$ cat config.mk
export PLATFORM = sky130hd
export DESIGN_NAME = dcache_flush_unit
export DESIGN_NICKNAME = d
export VERILOG_FILES = /design/src/rtl/std_cache_pkg.sv /design/src/rtl/lzc.sv /design/src/rtl/dcache_flush_unit.sv
export SDC_FILE = /design/constraint.sdc
export NUM_CORES = 1
export LEC_CHECK = 0
export ABC_AREA = 1
export CAP_MARGIN = 30
export CORE_MARGIN = 5
export CORE_UTILIZATION = 43
export DETAILED_ROUTE_END_ITERATION = 12
export GPL_ROUTABILITY_DRIVEN = 0
export HOLD_SLACK_MARGIN = 0.02
export PLACE_DENSITY = 0.79
export SLEW_MARGIN = 20
export SYNTH_ARGS = -nofsm -noshare
export SYNTH_HDL_FRONTEND = slang
export SYNTH_SLANG_ARGS = --single-unit
$ cat constraint.sdc
create_clock -name clk_i -period 1.66 [get_ports clk_i]
set_input_delay 0.166 -clock clk_i [delete_from_list [all_inputs] [get_ports clk_i]]
set_output_delay 0.166 -clock clk_i [all_outputs]
set_load 0.02 [all_outputs]
$ cat src/rtl/std_cache_pkg.sv
// Shared data-cache definitions: default geometry and the flush sequencer state encoding.
package std_cache_pkg;

    localparam int DCACHE_SETS = 256;
    localparam int DCACHE_WAYS = 8;

    typedef enum logic [2:0] {
        IDLE    = 3'd0,
        READ    = 3'd1,
        CHECK   = 3'd2,
        WB_REQ  = 3'd3,
        WB_WAIT = 3'd4,
        INVAL   = 3'd5,
        ACK     = 3'd6
    } dcache_flush_state_e;

endpackage

$ cat src/rtl/lzc.sv
// Trailing-zero counter: index of the lowest set bit of i_in (0 when i_in is all zero).
module lzc #(
    parameter int WIDTH = 8,
    parameter int CNT_W = (WIDTH > 1) ? $clog2(WIDTH) : 1
) (
    input  logic [WIDTH-1:0] i_in,
    output logic [CNT_W-1:0] o_cnt
);

    // Scan from the top so the lowest set bit is the last one to win.
    always_comb begin
        o_cnt = '0;
        for (int i = WIDTH - 1; i >= 0; i--) begin
            if (i_in[i]) o_cnt = CNT_W'(i);
        end
    end

endmodule

$ cat src/rtl/dcache_flush_unit.sv
// Write-back D$ flush sequencer: per set read state, write back dirty valid ways, invalidate;
// acknowledges the controller once every set has been cleaned.
module dcache_flush_unit
    import std_cache_pkg::*;
#(
    parameter  int NR_SETS = DCACHE_SETS,
    parameter  int NR_WAYS = DCACHE_WAYS,
    localparam int IDX_W   = $clog2(NR_SETS),
    localparam int WAY_W   = (NR_WAYS > 1) ? $clog2(NR_WAYS) : 1
) (
    input  logic               clk_i,
    input  logic               rst_ni,
    input  logic               flush_i,
    output logic               flush_ack_o,
    output logic               busy_o,
    output logic               tag_req_o,
    input  logic               tag_gnt_i,
    output logic [IDX_W-1:0]   tag_set_o,
    input  logic [NR_WAYS-1:0] tag_valid_i,
    input  logic [NR_WAYS-1:0] tag_dirty_i,
    output logic               wb_req_o,
    input  logic               wb_gnt_i,
    output logic [IDX_W-1:0]   wb_set_o,
    output logic [WAY_W-1:0]   wb_way_o,
    input  logic               wb_done_i,
    output logic               inv_req_o,
    input  logic               inv_gnt_i,
    output logic [IDX_W-1:0]   inv_set_o
);

    if (NR_SETS < 2 || (NR_SETS & (NR_SETS - 1)) != 0) begin : g_bad_sets
        $error("NR_SETS must be a power of two and at least 2");
    end
    if (NR_WAYS < 1) begin : g_bad_ways
        $error("NR_WAYS must be at least 1");
    end

    dcache_flush_state_e r_state;
    logic [IDX_W-1:0]    r_set;
    logic [NR_WAYS-1:0]  r_mask;
    logic [NR_WAYS-1:0]  w_hit;
    logic [NR_WAYS-1:0]  w_mask_rem;
    logic [WAY_W-1:0]    w_way;

    // Invalid-but-dirty lines hold no live data and are skipped.
    assign w_hit      = tag_valid_i & tag_dirty_i;
    // Dropping the lowest set bit retires exactly the way that was just written back.
    assign w_mask_rem = r_mask & (r_mask - NR_WAYS'(1));

    lzc #(
        .WIDTH (NR_WAYS),
        .CNT_W (WAY_W)
    ) u_lzc (
        .i_in  (r_mask),
        .o_cnt (w_way)
    );

    always_ff @(posedge clk_i or negedge rst_ni) begin
        if (!rst_ni) begin
            r_state <= IDLE;
            r_set   <= '0;
            r_mask  <= '0;
        end else begin
            case (r_state)
                IDLE: begin
                    if (flush_i) begin
                        r_state <= READ;
                        r_set   <= '0;
                    end
                end
                READ: begin
                    if (tag_gnt_i) r_state <= CHECK;
                end
                CHECK: begin
                    r_mask  <= w_hit;
                    r_state <= (|w_hit) ? WB_REQ : INVAL;
                end
                WB_REQ: begin
                    if (wb_gnt_i) r_state <= WB_WAIT;
                end
                WB_WAIT: begin
                    if (wb_done_i) begin
                        r_mask  <= w_mask_rem;
                        r_state <= (|w_mask_rem) ? WB_REQ : INVAL;
                    end
                end
                INVAL: begin
                    if (inv_gnt_i) begin
                        if (r_set == IDX_W'(NR_SETS - 1)) begin
                            r_state <= ACK;
                        end else begin
                            r_set   <= r_set + IDX_W'(1);
                            r_state <= READ;
                        end
                    end
                end
                ACK:     r_state <= IDLE;
                default: r_state <= IDLE;
            endcase
        end
    end

    // Payloads are zeroed outside their request state so idle buses stay quiet.
    assign busy_o      = (r_state != IDLE);
    assign flush_ack_o = (r_state == ACK);
    assign tag_req_o   = (r_state == READ);
    assign tag_set_o   = tag_req_o ? r_set : '0;
    assign wb_req_o    = (r_state == WB_REQ);
    assign wb_set_o    = wb_req_o ? r_set : '0;
    assign wb_way_o    = wb_req_o ? w_way : '0;
    assign inv_req_o   = (r_state == INVAL);
    assign inv_set_o   = inv_req_o ? r_set : '0;

endmodule
==> flow_summary.json <==
{
  "outcome": "finished with violations",
  "violations": "setup timing",
  "path_cells": "inv_2 > buf_6 > nor3_4 > clkinvlp_4 > nor2_1 > buf_4",
  "dp_worst_setup_slack_ns": -0.108,
  "yosysSeqAreaShare_pct": 34.1,
  "synth_cells": 222,
  "yosys.area.top_type": "dfrtp_1",
  "cp-end-kind": "output port",
  "io_buffers": 54,
  "finClkSkew_ns": 0.00485,
  "htree_levels": 1,
  "cts_sinks": 19,
  "cts_buffers": 3,
  "drt_iter0_drc": 98,
  "tightest_slew_ns": 0.292,
  "synth_cell_types": 26,
  "cts_tree": "built",
  "via_per_inst": 5.06,
  "synth-seq-cells": 19,
  "cp_slowest_stage_delay_ns": 0.40,
  "antenna_cells": 0,
  "syn_area_sq_um": 1400,
  "fin_setup_tns_ns": -0.845,
  "fin_ws_ns": -0.0889,
  "yosysWarnings": 0,
  "rsz0062_at_grt": "true",
  "cp_num_buf_inv": 4,
  "via_count": 1827,
  "max-cap-violations": 0,
  "drc": 0,
  "design.core.area_sq_um": 3080,
  "cts_buffer_depth": 2,
  "worst_hold_slack_ns": 0.183,
  "ant_nets": 0,
  "slew_viol_final": 0,
  "hold_violations": 0,
  "synth.avg_cell_area_sq_um": 6.29,
  "track_usage_pct": 21.5,
  "critPathArrivalTime_ns": 1.58,
  "synth_top_cell_area_share_pct": 34.1,
  "drive_above_1_share_pct": 32.5,
  "cp_max_fo": 4,
  "grt_pass1_vias": 1729,
  "grt-ovfl-total": 0,
  "fin_crit_ns": 1.75,
  "rows": 20,
  "start_kind": "flip-flop",
  "cts-root-buf": "clkbuf_4",
  "firstDrtPassIters": 4,
  "die_h_um": 67.0,
  "fmax_ghz": 0.572,
  "die_w_um": 67.0,
  "power_density_nw_per_um2": 1340,
  "insertion_delay_ns": 0.30,
  "grt_max_degree": 20,
  "critPathKind": "reg2out",
  "syn-num-nets": 246,
  "crit_cells": 6,
  "synth.top_cells.by_area": "dfrtp_1, nand2_1, nor2_1, o21ai_0, inv_1",
  "area_delta_synth_final_pct": 69.2,
  "fin_nets": 342,
  "ir_worst_vdd_v": 0.000767,
  "initial_core_util_pct": 45.4,
  "place_hpwl_um": 3480,
  "cp.required_ns": 1.49,
  "grt_pass1_wl_um": 7340,
  "fin_crit_sh_pct": 105,
  "p_leak_nw": 1.13,
  "relSlewSlack_pct": 80.4,
  "clk_pin_slew_ns": 0.12,
  "setup_violations": 16,
  "rr_worst_depth": 9,
  "crit_family": "buffers and inverters",
  "finalPower_mw": 3.16,
  "antenna_found_initial": 0,
  "place_area_sq_um": 2240,
  "routed_wl_um": 4790,
  "slowest_stage": "dfrtp_1",
  "fin_area_sq_um": 2360,
  "wl_per_cell_um": 13.3,
  "hold_class": "in2async",
  "ios": 55,
  "design.die.area_sq_um": 4490
}
## synth_stat cells (all sizes together)
cell type and number:
nand2 55, nor2 47, inv 29, o21ai 24, dfrtp 19, nand3 18
nor3 6, a21oi 5, nand4 4, xor2 3, buf 2, or2 2
a311oi 1, a31oi 1, clkbuf 1, ha 1, nand3b 1, o21a 1
o22a 1, o22ai 1
## path summary, 6_finish.rpt
kind,end,slack [ns],startpoint
max,tag_set_o[0],-0.09,r_state[0]
min,r_set[6],0.18,rst_ni
max reg2reg,r_set[4],-0.05,r_state[1]
min reg2reg,r_set[6],0.58,r_set[6]
max in group asynchronous,r_mask[6],1.27,rst_ni
min in group clk_i,r_mask[0],0.43,tag_dirty_i[0]
## cell usage in the layout, fill, tap and decap left out, types with 2 or more instances in the layout
cell type / count
buf_4: 45
buf_6: 10
a21oi_1: 3
clkdlybuf4s15_2: 2
dfrtp_1: 19
nor3_4: 3
nor2_4: 5
o21ai_0: 23
inv_1: 23
xor2_1: 3
inv_2: 5
nor2_1: 39
clkinvlp_4: 2
clkbuf_4: 3
nand3_1: 15
nor2_2: 3
nand3_2: 2
a21oi_2: 2
buf_2: 10
nand4_1: 4
clkdlybuf4s50_1: 22
nand2_1: 54
clkbuf_2: 3
nor3_1: 2
## report_power, final
| part | internal, mW | total [mW] | switching, mW |
|---|---|---|---|
| logic | 0.978 | 2.23 | 1.25 |
| registers | 0.586 | 0.675 | 0.0889 |
| clock network | 0.0937 | 0.251 | 0.157 |
## metrics by stage
step                util [%]  std cells
global route            76.7        361
detailed placement      72.8        348
global placement        72.8        348
floorplan                  -        222
CTS                     73.2        356
finish                  76.7        361
## registers in the layout (all words and copies together) (netlist names)
register	cells
r_mask	8
r_state	3
r_set	8
## metal layers
metal  routed length, um  vias up  GRT usage, %  share of wire [%]
met4                  70        0          7.85                1.5
met2                2640       66          42.3                 55
li1                    -      906             -                  -
met3                 299       10          3.54                6.2
met1                1770      845          22.2                 37
met5                   0        -             0                  0
## area by class of cell
type	count	area (sq um)
well taps	44	55.1
repair buffers	92	758
fillers	254	716
clock buffers	4	26.3
repair inverters	2	15.0
inverters	29	116
multi-input cells	171	916
flip-flops and latches	19	475
## kinds of logic (layout without fill, tap and decap cells)
kind of cell / Yosys count / in the layout / share of synthesized area [%]
AOI/OAI and AO/OA: 34 / 34 / 13.8
xor gates and xnor gates: 3 / 3 / 1.88
adders and majority gates: 1 / 1 / 0.896
buffers and inverters: 32 / 127 / 8.96
DFF: 19 / 19 / 34.1
and+or+nand+nor: 133 / 133 / 40.4
## repair_timing
action / in CTS / in global routing
endpoints found under the setup margin: 36 / 43
resized for setup: 147 / 34
hold buffers: 0 / 0
setup buffers: 3 / 4
pin swaps: 7 / 6
gates cloned: 1 / 2
Power figures use the tool's default switching activity.
